===== src/rtl/systolic_sched.sv =====
// systolic_sched: buffer-driven job sequencer for the systolic array (weight load, skewed feature stream, drain)
module systolic_sched #(
  parameter int width  = 8,
  parameter int col    = 3,
  parameter int row    = 3,
  parameter int ADDR_W = 8
) (
  input  logic                   clk,
  input  logic                   rst,
  input  logic                   start,
  input  logic [7:0]             num_vec,
  input  logic [ADDR_W-1:0]      w_base,
  input  logic [ADDR_W-1:0]      f_base,
  output logic                   w_rd,
  output logic [ADDR_W-1:0]      w_addr,
  input  logic [width*col-1:0]   w_rdata,
  output logic                   f_rd,
  output logic [ADDR_W-1:0]      f_addr,
  input  logic [width*row-1:0]   f_rdata,
  output logic [width*col-1:0]   weight_out,
  output logic [width*row-1:0]   feature_out,
  output logic                   w_ps,
  output logic [col-1:0]         out_en,
  output logic                   busy,
  output logic                   done
);
  localparam int CNT_W = $clog2(2*row + col + 258);
  localparam logic [CNT_W-1:0] C_ONE = CNT_W'(1);
  localparam logic [CNT_W-1:0] C_ROW = CNT_W'(row);
  localparam logic [CNT_W-1:0] C_OE  = CNT_W'(2*row + 2);
  localparam logic [CNT_W-1:0] C_END = CNT_W'(2*row + col + 1);

  typedef enum logic [1:0] {S_IDLE, S_LOAD_W, S_STREAM, S_DRAIN} state_t;

  state_t              r_state;
  logic [CNT_W-1:0]    r_t;
  logic [7:0]          r_nv;
  logic [ADDR_W-1:0]   r_wb, r_fb, r_w_addr, r_f_addr;
  logic                r_busy, r_w_rd, r_f_rd, r_wv, r_fv, r_done;
  logic [col-1:0]      r_oe;

  logic                w_idle, w_acc, w_act, w_wr, w_fr;
  logic [7:0]          w_nv;
  logic [ADDR_W-1:0]   w_wb, w_fb;
  logic [CNT_W-1:0]    w_n, w_nvc, w_end;
  logic [col-1:0]      w_oe;
  logic [width*row-1:0] w_l0;

  // w_n is the job cycle number the registered outputs will present after this edge
  always_comb begin
    w_idle = r_state == S_IDLE;
    w_acc  = w_idle && start && num_vec != '0;
    w_nv   = w_idle ? num_vec : r_nv;
    w_wb   = w_idle ? w_base : r_wb;
    w_fb   = w_idle ? f_base : r_fb;
    w_nvc  = CNT_W'(w_nv);
    w_n    = w_idle ? C_ONE : r_t + C_ONE;
    w_end  = C_END + w_nvc;
    w_act  = (w_acc || !w_idle) && w_n <= w_end;
    w_wr   = w_act && w_n <= C_ROW;
    w_fr   = w_act && w_n > C_ROW && w_n <= C_ROW + w_nvc;
    w_oe   = '0;
    for (int j = 0; j < col; j++)
      w_oe[j] = w_act && w_n >= C_OE + CNT_W'(j) && w_n < C_OE + CNT_W'(j) + w_nvc;
    w_l0   = (r_fv && !rst) ? f_rdata : '0;
  end

  always_ff @(posedge clk) begin
    if (rst) begin
      r_state  <= S_IDLE;
      r_t      <= '0;
      r_nv     <= '0;
      r_wb     <= '0;
      r_fb     <= '0;
      r_busy   <= 1'b0;
      r_w_rd   <= 1'b0;
      r_w_addr <= '0;
      r_f_rd   <= 1'b0;
      r_f_addr <= '0;
      r_wv     <= 1'b0;
      r_fv     <= 1'b0;
      r_oe     <= '0;
      r_done   <= 1'b0;
    end else begin
      if (w_acc) begin
        r_nv <= num_vec;
        r_wb <= w_base;
        r_fb <= f_base;
      end
      r_state  <= !w_act ? S_IDLE : w_n <= C_ROW ? S_LOAD_W : w_n <= C_ROW + w_nvc ? S_STREAM : S_DRAIN;
      r_t      <= w_act ? w_n : '0;
      r_busy   <= w_act;
      r_w_rd   <= w_wr;
      r_w_addr <= w_wr ? w_wb + ADDR_W'(w_n - C_ONE) : '0;
      r_f_rd   <= w_fr;
      r_f_addr <= w_fr ? w_fb + ADDR_W'(w_n - C_ROW - C_ONE) : '0;
      r_wv     <= r_w_rd;
      r_fv     <= r_f_rd;
      r_oe     <= w_oe;
      r_done   <= w_act && w_n == w_end;
    end
  end

  // row i of the array sees its slice of each feature vector i cycles late
  for (genvar i = 0; i < row; i++) begin : g_sk
    if (i == 0) begin : g_z
      assign feature_out[0 +: width] = w_l0[0 +: width];
    end else begin : g_d
      logic [width-1:0] r_d [i];
      always_ff @(posedge clk) begin
        if (rst) r_d <= '{default: '0};
        else begin
          r_d[0] <= w_l0[i*width +: width];
          for (int k = 1; k < i; k++) r_d[k] <= r_d[k-1];
        end
      end
      assign feature_out[i*width +: width] = rst ? '0 : r_d[i-1];
    end
  end

  assign w_rd       = r_w_rd & ~rst;
  assign w_addr     = rst ? '0 : r_w_addr;
  assign f_rd       = r_f_rd & ~rst;
  assign f_addr     = rst ? '0 : r_f_addr;
  assign w_ps       = r_wv & ~rst;
  assign weight_out = (r_wv && !rst) ? w_rdata : '0;
  assign out_en     = rst ? '0 : r_oe;
  assign busy       = r_busy & ~rst;
  assign done       = r_done & ~rst;
endmodule

===== config.mk =====
export PLATFORM = sky130hd
export DESIGN_NAME = systolic_sched
export DESIGN_NICKNAME = d
export VERILOG_FILES = /design/src/rtl/systolic_sched.sv
export SDC_FILE = /design/constraint.sdc
export NUM_CORES = 1
export LEC_CHECK = 0
export ABC_AREA = 0
export ABC_CLOCK_PERIOD_IN_PS = 5200
export CAP_MARGIN = 5
export CORE_MARGIN = 2
export CORE_UTILIZATION = 49
export DETAILED_ROUTE_END_ITERATION = 7
export GPL_TIMING_DRIVEN = 0
export PLACE_DENSITY = 0.81
export SLEW_MARGIN = 25
export SYNTH_ARGS = -nofsm -noshare
export SYNTH_HDL_FRONTEND = slang
export SYNTH_SLANG_ARGS = --single-unit

===== constraint.sdc =====
create_clock -name clk -period 5.2 [get_ports clk]
set_clock_uncertainty 0.05 [all_clocks]
set_input_delay 1.04 -clock clk [delete_from_list [all_inputs] [get_ports clk]]
set_output_delay 1.04 -clock clk [all_outputs]
set_load 0.005 [all_outputs]

## Yosys cells after proc, flatten, opt, wreduce, memory -nomap -nowiden

Cells that the tools add are included.

- Bits in latches: 0
- Bits in registers: 84
- RAM bits: 0
- Input bits: 75
- ROM bits: 0
- Output and inout port bits: 72
- Memories kept: 0
- Word-level logic and storage cells: 87

- Magnitude comparators: 10
- Divide/modulo/power cells: 0
- $mul: 0
- Bitwise operators: 10
- Shift operators: 0
- $add $sub $neg: 10
- Reductions and logical operators: 25
- Muxes and demuxes: 13
- Equal/unequal tests: 1

Operators by type and width:

| cell | number |
|---|---|
| $mux 8 | 8 |
| $add 4x8->9 const A | 3 |
| $ge 9x4->1 const B | 3 |
| $lt 9x9->1 | 3 |
| $mux 24 | 1 |
| $le 9x9->1 | 2 |
| $add 8x8->8 | 2 |
| $sub 8x1->8 const B | 2 |
| $logic_and 1x1->1 | 15 |
| $add 2x8->9 const A | 1 |
| $add 9x1->9 const B | 1 |
| $eq 9x9->1 | 1 |
| $gt 9x2->1 const B | 1 |
| $le 9x2->1 const B | 1 |
| $mux 9 | 1 |
| $reduce_bool 8->1 | 1 |
| $reduce_or 2->1 | 4 |
| $sub 8x2->8 const B | 1 |
| $and 1x1->1 | 5 |
| $not 1->1 | 5 |
| $mux 3 | 1 |
| $reduce_or 3->1 | 1 |
| $logic_not 1->1 | 2 |
| $logic_not 2->1 | 1 |
| 2 further kinds | 3 |

## Depth between registers and ports, before layout

- Word-level depth: 9
- Mapped depth: 17
- Gate-level depth less buffers: 14

## Least setup slack after synthesis

Ideal clock, no wire load.

- Kind: in2reg
- From: in num_vec[2]
- To: reg r_w_addr[3]
- Arrival time: 3.994 ns
- Stages on the path: 13
- Path buffers: 1
- Path slack: 1.083 ns
- Data required time: 5.077 ns
- Library setup time: 0.073 ns
- Cells stage by stage: mux2i_1 > inv_1 > ha_1 > inv_1 > a211oi_1 > xor2_1 > ha_1 > and4_1 > or3_1 > a31o_2 > or3_1 > buf_6 > nor3_4

- Word-level cells in the longest chain between the ends: 7
- Elaborated cells on any way between the ends: 10
- Those cells by class: 1 x add/sub; 1 x order compare; 1 x mux; 1 x bitwise; 6 x reduce/logical

Ends and longest elaborated chain:

| what | line | text |
|---|---|---|
| start, declared | 11 | `input logic [7:0] num_vec,` |
| $mux 8 / $reduce_bool 8->1 (equally long branches) | 53, 52 |  |
| $add 4x8->9 / $logic_and 1x1->1 (equally long branches) | 58, 52 |  |
| $le 9x9->1 / $logic_or 1x1->1 (equally long branches) | 59 | `w_act = (w_acc \|\| !w_idle) && w_n <= w_end;` |
| $logic_and 1x1->1 * | 59 |  |
| $logic_and 1x1->1 * | 60 | `w_wr = w_act && w_n <= C_ROW;` |
| $not 1->1 (no source line) * | - |  |
| $reduce_or 2->1 (no source line) * | - |  |
| end signal, assigned | 94 | `r_w_addr <= w_wr ? w_wb + ADDR_W'(w_n - C_ONE) : '0;` |
| end, declared | 38 | `logic [ADDR_W-1:0] r_wb, r_fb, r_w_addr, r_f_addr;` |

Every way passes the cells marked *; elsewhere a longest branch is shown, timed or not.
A chain may end at the register's enable or synchronous reset.

## Final worst setup path

Ends and elaborated chain as after synthesis.

==> metrics.csv <==
metric;value;unit
routed_via_density;5.11;
area_growth;34.6;%
fin_crit;4.67;ns
hp-class;register to register;
placed_area;6930;sq um
drt_pass1_iterations;4;
slowest_stage;mux2i_1;
hold_buffers;0;
ys_async_sr_fraction;0;%
path_max_fanout;8;
fin_ws;0.535;ns
status;complete, no violations;
clock_latency;0.35;ns
yosys_warnings;0;
holdWs;0.396;ns
place_congestion;0.929;
slew_viol_final;0;
diodes;0;
cts_setup_buffers;0;
die_x;108;microns
power_leakage;3.15;nW
design_area;7120;sq um
fin_util;68.4;%
post_synth_num_cell_types;52;
path_clk_slew;0.09;ns
crit_chain;clkdlybuf4s50_1 > mux2i_1 > inv_1 > ha_1 > inv_1 > a211oi_1 > xor2_1 > ha_1 > and4_1 > or3_1 > a31o_2 > or3_1 > buf_6 > nor3_4;
rsz0062_at_grt;no;
synth_cells;630;
max_stage_delay;0.62;ns
grt_pass1_vias;4732;
antenna_found_initial;0;
synth_ff_type;dfxtp_1;
relSlewSlack;35.5;%
synth-seq-cells;84;
synth_area;5290;sq um
r2r-start;r_state[1];
cts_root_buffer;clkbuf_8;
final_common_cell;clkdlybuf4s50_1;
synth_edf_count;0;
grt_max_degree;16;
layout_common_cells;clkdlybuf4s50_1, dfxtp_1, nand2_1;
core_area;10400;sq um
vdd_drop_max;0.142;mV
grt_pass1_wl;22.2;mm
max_freq;0.214;GHz
h-tree-depth;3;
cp_data_arrival_time;4.90;ns
clock-sinks;84;
period_share;89.7;%
synthesis.area_per_instance;8.40;sq um
dieArea;11700;sq um
track_usage;24.0;%
cts_resized;0;
drc;0;
cts_inserted_buffers;9;
port_buffers;146;
finalSetupTns;0;ns
start_util;50.8;%
grt_overflow;0;
dr_total_vias;4746;
drt-initial-drc-count;258;
wl_per_cell;14.8;microns
fp-row-count;37;
cts_tree;built;
pin_count;147;
setup_violations;0;
finalWirelength;13.7;mm
hp-start;g_sk[2].g_d.r_d[15];
dp_hpwl;11.0;mm
cp-end-kind;register;
path_class;primary input to register;
hold_viol;0;
cp-start-kind;primary input;
max_cap_viol_count;0;
power_density;221;nW/um^2
crit_required;5.44;ns
die_height;108;microns
layout-drive-gt1-share;4.29;%
critPathLaunch;num_vec[2];
ant_nets;0;
nNetsFinal;929;
n_fill_cell;883;
synthesis.nets;772;
cts_buffer_depth;2;
post-place-ws;0.219;ns
ys_seq_area_share;31.8;%
worst_pin_slew;0.940;ns
synthesized netlist by cell type (7+ instances only):
cell type / number / area, sq um
nor2_1: 34 / 128
nor3_1: 7 / 35.0
o21ai_0: 17 / 85.1
xnor2_1: 17 / 149
ha_1: 65 / 813
inv_1: 44 / 165
mux2i_1: 21 / 210
a21oi_1: 47 / 235
clkbuf_1: 17 / 63.8
nor2b_1: 54 / 338
nand2_1: 71 / 267
xor2_1: 18 / 158
and2_1: 56 / 350
dfxtp_1: 84 / 1680
critical path, delay by kind of cell:
family / cells / cell delay [ns]
compound gates: 2 / 0.40
xor+xnor: 1 / 0.19
fa+ha+maj: 2 / 0.62
buf+inv: 4 / 0.91
mux: 1 / 0.62
simple gates: 4 / 1.11
path summary, 6_finish.rpt:
kind,endpoint,slack (ns),cells past startpoint
hold / removal,g_sk[2].g_d.r_d[7],0.40,1
setup / recovery,r_w_addr[3],0.53,14
setup reg to reg,r_w_addr[3],0.77,16
hold reg to reg,g_sk[2].g_d.r_d[7],0.40,1
cell families (layout without fill, tap and decap cells):
kind of cell	after synthesis	after routing	synth area share (%)
AOI/OAI and AO/OA	94	94	10.8
xor gates and xnor gates	35	35	5.79
adders and majority gates	67	67	16.1
buffers and inverters	68	230	5.18
DFF	84	84	31.8
muxes	21	21	3.97
and+or+nand+nor	261	261	26.3
power by group:
| group | internal [mW] | switching [mW] | total (mW) |
|---|---|---|---|
| clock | 0.228 | 0.251 | 0.479 |
| combinational | 0.202 | 0.213 | 0.415 |
| sequential | 0.667 | 0.0100 | 0.677 |
area by class of cell:
cell class | count | area (sq um) | area share, %
Multi-Input combinational cell | 478 | 3340 | 46.9
Timing Repair Buffer | 146 | 1460 | 20.5
Inverter | 44 | 165 | 2.32
Clock inverter | 6 | 71.3 | 1.00
Buffer | 24 | 109 | 1.53
Clock buffer | 10 | 128 | 1.79
Sequential cell | 84 | 1680 | 23.6
Tap cell | 136 | 170 | 2.39
registers in the layout, indices dropped and copies added, names as in the netlist, 2 cells and up:
register and flops:
r_fb 8, r_nv 8, r_oe 3, r_w_addr 8, r_state 2, r_wb 8, r_f_addr 8, g_sk.g_d.r_d 24
r_t 9
metrics by stage:
stage	power, mW	std cells
after floorplan	0.947	630
after global placement	1.09	912
after detailed placement	1.10	912
after CTS	1.58	928
after global routing	1.66	928
final	1.57	928
per-layer routing:
layer | global-route usage (%) | up-vias | part of all wire (%)
li1 | - | 2399 | -
met1 | 30.0 | 2163 | 44
met2 | 41.5 | 162 | 46
met3 | 4.88 | 22 | 7.9
met4 | 7.14 | 0 | 1.8
met5 | 0 | - | 0
No activity file was read; power rests on OpenSTA's default activity.
